<file path="config.mk">
export PLATFORM = sky130hd
export DESIGN_NAME = mem_port_arbiter
export DESIGN_NICKNAME = d
export VERILOG_FILES = /design/src/rtl/mem_port_arbiter.sv
export SDC_FILE = /design/constraint.sdc
export NUM_CORES = 1
export LEC_CHECK = 0
export ABC_AREA = 1
export BUFFER_PORTS_ARGS = -buffer_cell sky130_fd_sc_hd__clkbuf_2
export CAP_MARGIN = 15
export CELL_PAD_IN_SITES_DETAIL_PLACEMENT = 0
export CELL_PAD_IN_SITES_GLOBAL_PLACEMENT = 1
export CORE_MARGIN = 2
export CORE_UTILIZATION = 31
export DETAILED_ROUTE_END_ITERATION = 7
export GPL_TIMING_DRIVEN = 0
export HOLD_SLACK_MARGIN = 0.02
export PLACE_DENSITY_LB_ADDON = 0.12
export SLEW_MARGIN = 5
export SYNTH_ARGS = -nofsm -noshare
export SYNTH_HDL_FRONTEND = slang
export SYNTH_SLANG_ARGS = --single-unit
</file>
<file path="constraint.sdc">
create_clock -name clk -period 4 [get_ports clk]
set_clock_uncertainty 0.2 [all_clocks]
set_input_delay 0.8 -clock clk [delete_from_list [all_inputs] [get_ports clk]]
set_output_delay 0.8 -clock clk [all_outputs]
set_load 0.01 [all_outputs]
</file>
<file path="src/rtl/mem_port_arbiter.sv">
// Shares one single-port, fixed-latency memory between the fetch port and the data port.
// Round-robin on contention; each access spans LATENCY cycles of mem_en followed by a one-cycle ack.
module mem_port_arbiter #(
  parameter int N        = 32,
  parameter int MEM_ADDR = 8,
  parameter int LATENCY  = 2
) (
  input  logic                clk,
  input  logic                rst,
  input  logic                if_req,
  input  logic [MEM_ADDR-1:0] if_addr,
  output logic [N-1:0]        if_rdata,
  output logic                if_ack,
  input  logic                d_req,
  input  logic                d_we,
  input  logic [MEM_ADDR-1:0] d_addr,
  input  logic [N-1:0]        d_wdata,
  output logic [N-1:0]        d_rdata,
  output logic                d_ack,
  output logic                mem_en,
  output logic                mem_we,
  output logic [MEM_ADDR-1:0] mem_addr,
  output logic [N-1:0]        mem_wdata,
  input  logic [N-1:0]        mem_rdata,
  output logic                stall
);

  typedef enum logic [1:0] {IDLE, ACCESS, DONE} state_t;

  localparam logic [3:0] CNT_INIT = 4'(LATENCY - 1);

  state_t              state, state_next;
  logic [3:0]          cnt;
  logic                last_grant;
  logic                grant_d;
  logic                lat_we;
  logic [MEM_ADDR-1:0] lat_addr;
  logic [N-1:0]        lat_wdata;
  logic                grant_valid;
  logic                grant_to_d;

  // last_grant and grant_d encode the port: 0 = fetch, 1 = data
  always_comb begin
    grant_valid = (state == IDLE) && (if_req || d_req);
    grant_to_d  = d_req && (!if_req || !last_grant);
    state_next  = state;
    case (state)
      IDLE:    if (grant_valid) state_next = ACCESS;
      ACCESS:  if (cnt == 4'd0) state_next = DONE;
      DONE:    state_next = IDLE;
      default: state_next = IDLE;
    endcase
  end

  always_ff @(posedge clk or posedge rst) begin
    if (rst) state <= IDLE;
    else     state <= state_next;
  end

  always_ff @(posedge clk or posedge rst) begin
    if (rst) begin
      cnt        <= 4'd0;
      last_grant <= 1'b0;
      grant_d    <= 1'b0;
      lat_we     <= 1'b0;
      lat_addr   <= '0;
      lat_wdata  <= '0;
      if_rdata   <= '0;
      d_rdata    <= '0;
    end else begin
      if (grant_valid) begin
        grant_d    <= grant_to_d;
        last_grant <= grant_to_d;
        lat_we     <= grant_to_d && d_we;
        lat_addr   <= grant_to_d ? d_addr : if_addr;
        lat_wdata  <= grant_to_d ? d_wdata : '0;
        cnt        <= CNT_INIT;
      end else if (state == ACCESS) begin
        if (cnt == 4'd0) begin
          // writes leave both read-data registers untouched
          if (!lat_we) begin
            if (grant_d) d_rdata  <= mem_rdata;
            else         if_rdata <= mem_rdata;
          end
        end else begin
          cnt <= cnt - 4'd1;
        end
      end
    end
  end

  assign mem_en    = (state == ACCESS);
  assign mem_we    = mem_en && lat_we;
  assign mem_addr  = lat_addr;
  assign mem_wdata = lat_wdata;
  assign if_ack    = (state == DONE) && !grant_d;
  assign d_ack     = (state == DONE) && grant_d;
  assign stall     = (if_req && !if_ack) || (d_req && !d_ack);

endmodule

</file>
# Yosys cells after proc, flatten, opt, wreduce, memory -nomap -nowiden
# Index checks and enable logic that the tools add are counted.
# word_totals
ff_bits	112
in_bits	85
out_inout_bits	109
elab_cells	47
# op_classes
n_addsub	1
reduce_logical	22
bitwise	3
n_eq_ne	5
n_mux	8
# ops
cell	count
2-to-1 mux 32 bit	1
2-to-1 mux 4 bit	3
AND reduction 5 bit	2
logical AND 1 bit	8
2-to-1 mux 8 bit	1
zero test 1 bit	4
zero test 4 bit	1
2-to-1 mux 2 bit	2
!= test 2 bit, second input constant	2
case mux 2 bit (2 select lines)	1
AND reduction 2 bit	2
subtractor 4 x 1 -> 4 bit, second input constant	1
logical OR 1 bit	3
inverter 1 bit	3
== test 2 x 1 -> 1 bit, second input constant	1
== test 2 bit, second input constant	1
zero test 2 bit	1
!= test 2 x 1 -> 1 bit, second input constant	1
nonzero test 2 bit	1

# Longest topological paths before layout
# Gate-level depths: netlist (run 1).
# depth
depth_word	5
depth_mapped	8
ltp_nobuf	8

# Worst setup path after synthesis (run 1)
# No wires, ideal clock.
# synth_path
path_type	input port to output port
start	input port d_req
end	output port stall
path_slack_ps	1781
path_buffers	1
arrival_ps	1219
required_time_ps	3000
path_stages	3
cell_sequence	buf_2 -> inv_1 -> o22ai_1
# synth_between
elab_chain_len	2
# synth_lines
item	line_no	text
start, declared	14	input logic d_req,
logical AND 1 bit	98	assign stall = (if_req && !if_ack) || (d_req && !d_ack);
logical OR 1 bit	98	
end, declared	25	output logic stall
# Every way passes these cells.

# Worst setup path after layout (run 1)
# Same ends and word-level chain as after synthesis.

==> metrics, run 1 <==
status complete, no violations; Area Overhead vs Synth 32.7%; most instantiated cells after synthesis 246 x nand2_1, 112 x dfrtp_1, 48 x inv_1; Max-slew headroom 65.3%; P_leak around 3.5 nW; largest net degree at the start of global routing 59; Avg Synthesized Cell Area approximately 8.9 um^2; Hold Crit Class reg -> reg; kind of critical path in -> out; Setup violations, final 0; sequential share of power 41.8%; # nets final between 800 and 900; Final Util 41.9%; Data required, critical path around 3000 ps; Mapped Area ~0.0046 mm^2; area of the die between 0.015 and 0.02 mm^2; final hold vios 0; #FFs+latches synth around 110; cts bufs inserted 9; Die W approximately 130 um; area fraction of the dominant cell type after synthesis 61.3%; Switching Share 39.2%; number of synthesized flops with an enable pin 0; hold_buf cts 0; Worst Tran Pin Value between 500 and 600 ps; fmax slightly above 400 MHz; PostCTS Resize Cnt 0; die height 125 um; clock share of power 17.8%; Mapped Nets around 600; Final Cycle Share 61.2%; routed vias 3929; prevailing post-synth register cell dfrtp_1; antenna violations before repair 0; post-synthesis sequential area ratio ~61%; DP Wirelength around 9000 um; cell taking the most area after synthesis dfrtp_1; Max Cap Violations 0; overall overflow remaining after global route 0; vias in the first global route roughly 4000; Detailed Route WL 11900 um; Cells after Synth 514; Switching Power 1.83 mW; clock root cell clkbuf_16; hold slack around 270 ps; first-pass GRT wire length 19900 um; Clk Latency, worst-skew pair 340 ps; initial core utilization a little under a third; # Post-CTS Setup Buffers 0; PwrDens approximately 770 mW/mm^2; clk buf depth 2; Pre-antenna DRT Iters 4; RSZ-0062 raised after global routing false; Power, Total roughly 4.7 mW; worst path arrival time between 1000 and 1500 ps; Tmin final 2450 ps; combinational share of power between 40% and 50%; Synth area leaders dfrtp_1 61%, nand2_1 20%, inv_1 3.9%; ANT nets after route 0; Post-Place Cells between 800 and 900; Diodes inserted 0; Yosys cell types 22; P_int between 2 and 3 mW; gpl congestion ~0.74; CTS tree built; clock slew seen by the registers of the worst setup and hold paths ~70 ps; CP max FO 10; Cell Count, Final, Fillers Out about 910; I/O pin count between 150 and 200; # rows 44; Worst Setup End Kind output pin; Clock Sinks 112; Vias/cell 4.33; Core ar. 0.0145 mm^2; residual DRC count 0; PortBufs about 190; GRT Total Usage between 15 and 20%; drt initial violations 211; Peak supply drop 0.288 mV; Critical Path Start Type input port; fraction of layout instances using a drive strength above 1 between 30 and 40%; DR WL/cell between 10 and 15 um; H-tree depth 3; Post-synth ARST share between 90% and 100%; Slew Limit Fails 0; most common cell in the netlist nand2_1; Syn. warnings 0
power by group through the flow:
stage	Clock (mW)	Sequential (mW)	Combinational, mW
5_1_grt	0.909	2.03	2.15
2_1_floorplan	0	2.18	0.870
6_report	0.831	1.95	1.89
4_1_cts	0.865	1.96	1.94
3_3_place_gp	0	1.95	1.91
3_5_place_dp	0	1.97	1.94
cell families after synthesis:
| group | share of synthesized area [%] |
|---|---|
| buffers and inverters | 7.41 |
| adders and majority gates | 0.547 |
| AOI/OAI and AO/OA | 5.61 |
| and+or+nand+nor | 25.1 |
| DFF | 61.3 |
stage by stage:
stage / setup TNS (ps) / instance area, um^2 / setup WS [ps]
floorplan: 0 / 4570 / 41.0
global placement: -152660 / 5770 / -1370
detailed placement: 0 / 5800 / 1550
CTS: 0 / 6070 / 1550
global route: 0 / 6070 / 1470
finish: 0 / 6070 / 1550
final timing paths:
path | start | endpoint | slack [ps] | cells past startpoint
max | d_req | stall | 1550 | 5
min | d_rdata[13] | d_rdata[13] | 270 | 2
max reg2reg | cnt[0] | if_rdata[1] | 2310 | 8
min reg2reg | d_rdata[13] | d_rdata[13] | 270 | 2
max in group asynchronous | rst | if_rdata[22] | 2640 | 3
min in group asynchronous | rst | if_rdata[28] | 290 | 2
routing by layer:
layer	global-route usage (%)	vias to the layer above	part of all wire, %
met4	6.27	0	2.0
met5	0	-	0
li1	-	1978	-
met1	19.9	1815	44
met3	4.36	15	6.3
met2	25.6	121	47
state kept, by name (all words and copies together) (netlist names):
register	count
mem_wdata	32
state	2
cnt	4
if_rdata	32
lat_we	1
mem_addr	8
grant_d	1
d_rdata	32
critical path, stage by stage:
cell,delay (ps)
clkbuf_2,110
buf_2,200
inv_1,60
o22ai_1,120
clkbuf_2,150
cell usage in the layout, fill, tap and decap left out, drive strengths merged:
cell,count
o21a,8
clkbuf,205
o22ai,2
a21oi,1
clkinvlp,2
or2,2
nand2,250
nand3,19
ha,2
nor3,2
inv,48
buf,20
dfrtp,112
nand4,4
nor2,9
clkinv,3
o21ai,35
cell type report:
type	count	area, um^2
multi-input combinational	334	1430
buffer	20	159
fill	1525	8410
sequential	112	2800
clock inverter	5	33.8
timing repair buffer	194	993
clock buffer	11	233
inverter	48	185
tap	184	230
(Power assumes the default switching activity.)
==> inputs of run 2 (changes only) <==
- ABC_AREA: 1 -> 0
- CORE_UTILIZATION: 31 -> 37
- clock period: 4 -> 2.3 ns (I/O delays scaled with it)
==> metrics, run 2 <==
P_leak 3.18 nW (was 3.48 nW); Avg Synthesized Cell Area 14.9 um^2 (was 8.90 um^2); routed vias 3282 (was 3929); Crit-path slowest cell or4_4 (was buf_2); first-pass GRT wire length 16200 um (was 19900 um); Clock Sinks 112 (unchanged); Diodes inserted 0 (unchanged); area fraction of the dominant cell type after synthesis 62.6% (was 61.3%); largest net degree at the start of global routing 41 (was 59); Mapped Area 0.00448 mm^2 (was 0.00457 mm^2); antenna violations before repair 0 (unchanged); #FFs+latches synth 112 (unchanged); number of synthesized flops with an enable pin 0 (unchanged); vias in the first global route 3178 (was 3945); crit path to if_rdata[18] (was stall); Final Cycle Share 105%; Max stage delay on crit path 590 ps (was 200 ps); clk buf depth 2 (unchanged); Reg2Reg Setup Slack -120 ps (was 2310 ps); Max-slew headroom 46.2% (was 65.3%); commonest non-fill, non-tap cell in the layout clkbuf_2 (was nand2_1); Yosys cell types 35 (was 22); fmax 413 MHz; Setup crit start cnt[1] (was d_req); Mapped Nets 388 (was 601); Slew Limit Fails 0 (unchanged); Area Overhead vs Synth 36.0% (was 32.7%); # rows 40 (was 44); Cells after Synth 301 (was 514); GRT Total Usage 16.1% (was 15.7%); Worst Setup End Kind flop (was output pin); drt initial violations 145 (was 211); Worst Tran Pin Value 806 ps (was 521 ps); Post-synth ARST share 100% (unchanged); Critical Path Start Type flop (was input port); Buf/Inv on CP 2 (was 4); RSZ-0062 raised after global routing true (was false); hold_buf cts 0 (unchanged); most frequent cells in the layout 193 x clkbuf_2, 112 x dfrtp_1, 34 x mux2_2, 33 x a22o_1, 30 x mux2_4 (was 246 x nand2_1, 194 x clkbuf_2, 112 x dfrtp_1, 47 x inv_1, 34 x o21ai_0); most instantiated cells after synthesis 112 x dfrtp_1, 34 x mux2_2, 33 x a22o_1 (was 246 x nand2_1, 112 x dfrtp_1, 48 x inv_1); Clk Latency, worst-skew pair 340 ps (about the same); Setup violations, final 32 (was 0); hold slack 50.9 ps (was 270 ps); initial core utilization 37.6% (was 31.6%); Pre-antenna DRT Iters 4 (unchanged); CP max FO 10 (unchanged); clock root cell clkbuf_16 (unchanged); cts bufs inserted 9 (unchanged); Peak supply drop 0.542 mV (was 0.288 mV); Synth area leaders dfrtp_1 63%, mux2_4 10%, mux2_2 8.5% (was dfrtp_1 61%, nand2_1 20%, inv_1 3.9%); r2r worst-path depth 6 (was 8); most common cell in the netlist dfrtp_1 (was nand2_1); clock slew seen by the registers of the worst setup and hold paths 70 ps (about the same); I/O pin count 194 (unchanged); worst path arrival time 2450 ps (was 1450 ps); CP cell instances inv_2, ha_4, or3b_4, or4_4, buf_12, mux2_4 (was clkbuf_2, buf_2, inv_1, o22ai_1, clkbuf_2); gpl congestion 0.746 (was 0.736); final worst setup slack -122 ps (was 1550 ps); cell taking the most area after synthesis dfrtp_1 (unchanged); Detailed Route WL 10600 um (was 11900 um); DP Wirelength 7610 um (was 9000 um); Setup WS pre-CTS -203 ps (was 1550 ps); PwrDens 1400 mW/mm^2 (was 769 mW/mm^2); Worst R2R Start cnt[1] (was cnt[0]); Die W 114 um (was 125 um); H-tree depth 3 (unchanged); Levels on crit path 6 (was 5); Vias/cell 4.91 (was 4.33); fill cell count 1070 (was 1525); fraction of layout instances using a drive strength above 1 58.3% (was 33.1%); post-synthesis sequential area ratio 62.6% (was 61.3%); Syn. warnings 0 (unchanged); overall overflow remaining after global route 0 (unchanged); Tmin final 2420 ps; failing checks setup timing; status complete, but fails checks (was complete, no violations); # nets final 603 (was 806); delay-heaviest family, CP simple AND/OR/NAND/NOR gates (was buffers and inverters); DR WL/cell 15.8 um (was 13.1 um); ANT nets after route 0 (unchanged); kind of critical path reg -> reg (was in -> out); Max Cap Violations 0 (unchanged); prevailing post-synth register cell dfrtp_1 (unchanged); PortBufs 193 (unchanged); CTS tree built (unchanged); reg-to-reg critical path endpoint if_rdata[18] (was if_rdata[1]); Hold Crit Class in -> async (was reg -> reg); final hold vios 0 (unchanged); Data required, critical path 2330 ps (was 3000 ps); Core ar. 0.0119 mm^2 (was 0.0145 mm^2); residual DRC count 0 (unchanged); Fin Setup TNS -3460 ps (was 0 ps); area of the die 0.0130 mm^2 (was 0.0157 mm^2); die height 114 um (was 125 um)
run 2: changes by cell type after synthesis, moves of 4 or more:
cell and delta:
buf_6 -6, o21ai_0 -31, nand2_1 -229, buf_4 -6, mux2_2 +34, o21a_1 -8
a31oi_1 +8, mux2_4 +30, a22o_1 +33, nand3_1 -19, a21oi_1 +10, clkbuf_1 +8
inv_1 -41, nand4_1 -4
run 2: worst min path at each step:
stage / startpoint / end / slack (ps) / depth (start not counted)
global route: d_wdata[9] / mem_wdata[9] / 120 / 2
finish: rst / mem_addr[4] / 50 / 2
CTS: rst / mem_addr[7] / 60 / 2
global placement: d_rdata[15] / d_rdata[15] / 290 / 1
detailed placement: mem_wdata[30] / mem_wdata[30] / 290 / 1
floorplan: lat_we / lat_we / 300 / 1
run 2: cell families (layout without fill, tap and decap cells):
logic type,count (synthesis),after routing,synth area share (%)
DFF,112,112,62.6
and+or+nand+nor,36,36,4.33
buffers and inverters,25,245,3.52
muxes,64,64,18.6
adders and majority gates,2,2,0.559
AOI/OAI and AO/OA,62,62,10.4
run 2: per-stage QoR:
step | total power, mW | area (um^2) | util (%) | cells
floorplan | 5.49 | 4500 | - | 301
global placement | 6.80 | 5650 | 47.4 | 641
detailed placement | 6.89 | 5690 | 47.7 | 643
CTS | 8.53 | 6010 | 50.5 | 661
global route | 9.10 | 6090 | 51.2 | 668
finish | 8.54 | 6090 | 51.2 | 668
run 2: metal layers:
layer | track usage [%] | share of wire [%] | up-vias
li1 | - | - | 1524
met1 | 21.3 | 44 | 1617
met2 | 24.8 | 46 | 128
met3 | 4.99 | 8.0 | 13
met4 | 6.34 | 1.6 | 0
met5 | 0 | 0 | -
run 2: layout make-up:
cell class / count / area (um^2) / area share, %
multi-input cells: 164 / 1550 / 25.5
clock inverters: 2 / 37.5 / 0.616
repair buffers: 206 / 1110 / 18.2
plain buffers: 16 / 116 / 1.91
clock buffers: 14 / 264 / 4.33
flip-flops and latches: 112 / 2800 / 46.0
well taps: 147 / 184 / 3.02
inverters: 7 / 30.0 / 0.493
run 2: what timing repair did:
action	4_1_cts	5_1_grt
setup endpoints to repair	91	88
hold endpoints to repair	0	0
buffers inserted	4	6
gates cloned	0	1
resized for setup	2	4
run 2: worst register-to-register path: stages, from the launching register on:
cell     delay, ps
dfrtp_1        410
inv_2           90
ha_4           130
or3b_4         390
or4_4          590
buf_12         200
mux2_4         300
run 2: power by group:
group / internal (mW) / leakage [nW] / total (mW) / switching [mW]
clock: 0.907 / 0.143 / 1.59 / 0.683
sequential: 2.89 / 1.35 / 3.41 / 0.521
combinational: 1.88 / 1.68 / 3.53 / 1.65
==> inputs of run 3 (changes only) <==
- CELL_PAD_IN_SITES_DETAIL_PLACEMENT: 0 -> 1
- CELL_PAD_IN_SITES_GLOBAL_PLACEMENT: 1 -> 2
- CORE_MARGIN: 2 -> 1
- CORE_UTILIZATION: 37 -> 30
==> metrics, run 3 (synthesized netlist as in run 2, its figures left out) <==
Area Overhead vs Synth 35.9% (was 36.0%); hold slack 120 ps (was 50.9 ps); Hold Crit Class in -> reg (was in -> async); drt initial violations 90 (was 145); routed vias 3233 (was 3282); Power, Total 8.39 mW (was 8.54 mW); die height 124 um (was 114 um); clk buf depth 2 (unchanged); placed inst area 0.00575 mm^2 (was 0.00569 mm^2); Setup violations, final 32 (unchanged); Reg2Reg Setup Slack -80 ps (was -120 ps); Pre-antenna DRT Iters 4 (unchanged); Critical Path Start Type flop (unchanged); overall overflow remaining after global route 0 (unchanged); initial core utilization 30.8% (was 37.6%); fraction of layout instances using a drive strength above 1 58.6% (was 58.3%); HP Start d_wdata[2]; Hold Path End mem_wdata[2]; CTS tree built (unchanged); ANT nets after route 0 (unchanged); largest net degree at the start of global routing 40 (was 41); Slew Limit Fails 0 (unchanged); status complete, but fails checks (unchanged); Final Util 41.9% (was 51.2%); P_leak 3.15 nW (was 3.18 nW); clock slew seen by the registers of the worst setup and hold paths 80 ps (was 70 ps); PortBufs 193 (unchanged); DP Wirelength 8310 um (was 7610 um); final hold vios 0 (unchanged); vias in the first global route 3403 (was 3178); Worst Setup End Kind flop (unchanged); Clock Sinks 112 (unchanged); I/O pin count 194 (unchanged); residual DRC count 0 (unchanged); Diodes inserted 0 (unchanged); Max-slew headroom 56.2% (was 46.2%); worst path arrival time 2420 ps (was 2450 ps); first-pass GRT wire length 17600 um (was 16200 um); Fin Setup TNS -2350 ps (was -3460 ps); fmax 419 MHz (was 413 MHz); Clk Latency, worst-skew pair 350 ps (was 340 ps); DR WL/cell 15.9 um (was 15.8 um); clock root cell clkbuf_16 (unchanged); Vias/cell 4.60 (was 4.91); Max Cap Violations 0 (unchanged); area of the die 0.0154 mm^2 (was 0.0130 mm^2); commonest non-fill, non-tap cell in the layout clkbuf_2 (unchanged); PwrDens 1380 mW/mm^2 (was 1400 mW/mm^2); r2r worst-path depth 6 (unchanged); Layout Cell Area excl Fill 0.00609 mm^2 (about the same); antenna violations before repair 0 (unchanged); H-tree depth 3 (unchanged); Worst R2R Start cnt[0] (was cnt[1]); gpl congestion 0.692 (was 0.746); # rows 44 (was 40); # nets final 601 (was 603); Worst Tran Pin Value 655 ps (was 806 ps); Core ar. 0.0145 mm^2 (was 0.0119 mm^2); most frequent cells in the layout 193 x clkbuf_2, 111 x dfrtp_1, 34 x mux2_2, 33 x a22o_1, 30 x mux2_4 (was 193 x clkbuf_2, 112 x dfrtp_1, 34 x mux2_2, 33 x a22o_1, 30 x mux2_4); kind of critical path reg -> reg (unchanged); RSZ-0062 raised after global routing true (unchanged); final worst setup slack -84.7 ps (was -122 ps); CP max FO 10 (unchanged); Detailed Route WL 11200 um (was 10600 um); Final Cycle Share 104% (was 105%); Peak supply drop 0.393 mV (was 0.542 mV); GRT Total Usage 15.1% (was 16.1%); hold path depth 2; Data required, critical path 2330 ps (about the same); Die W 124 um (was 114 um); reg-to-reg critical path endpoint if_rdata[8] (was if_rdata[18]); failing checks setup timing (unchanged); Tmin final 2380 ps (was 2420 ps); cts bufs inserted 9 (unchanged)
-- run 3: through the flow --
step	setup slack (ps)	std cells
after floorplan	-62.2	301
after CTS	-87.4	703
after detailed placement	-171	681
after global routing	-146	703
final	-84.7	703
after global placement	-516	678
-- run 3: worst max path at each step --
stage / from / slack [ps] / end / cells past startpoint
after detailed placement: cnt[0] / -170 / if_rdata[2] / 7
after CTS: cnt[0] / -90 / if_rdata[0] / 6
after floorplan: cnt[0] / -60 / if_rdata[0] / 7
after global routing: cnt[0] / -150 / if_rdata[28] / 6
after global placement: rst / -520 / if_rdata[9] / 2
final: cnt[0] / -80 / if_rdata[8] / 6
-- run 3: what timing repair did --
item / 4_1_cts / 5_1_grt
setup endpoints to repair: 91 / 46
pin swaps: 1 / 0
hold buffers: 1 / 0
resized for setup: 3 / 1
buffers inserted: 7 / 0
hold endpoints to repair: 9 / 0
-- run 3: area by class of cell --
| class | count | area [um^2] |
|---|---|---|
| Inverter | 7 | 30.0 |
| Timing Repair Buffer | 204 | 1090 |
| Multi-Input combinational cell | 164 | 1540 |
| Clock buffer | 9 | 225 |
| Clock inverter | 7 | 53.8 |
| Fill cell | 1605 | 8440 |
| Buffer | 16 | 116 |
| Sequential cell | 112 | 2800 |
| Tap cell | 184 | 230 |
-- run 3: worst max-delay path, cell delays in order (launching register included) --
cell and delay (ps):
dfrtp_1 390, inv_2 90, ha_4 150, or3b_4 380
or4_4 570, buf_12 190, mux2_4 290
-- run 3: routing by layer --
metal	vias up	wire (um)	global-route usage (%)
li1	1512	-	-
met1	1580	4970	19.8
met2	130	5180	23.3
met3	11	874	4.03
met4	0	157	6.92
met5	-	0	0
-- run 3: report_power, final --
part	internal (mW)	switching, mW	leakage [nW]
Combinational	1.83	1.65	1.67
Sequential	2.89	0.522	1.35
Clock	0.747	0.746	0.134
Total	5.47	2.92	3.15
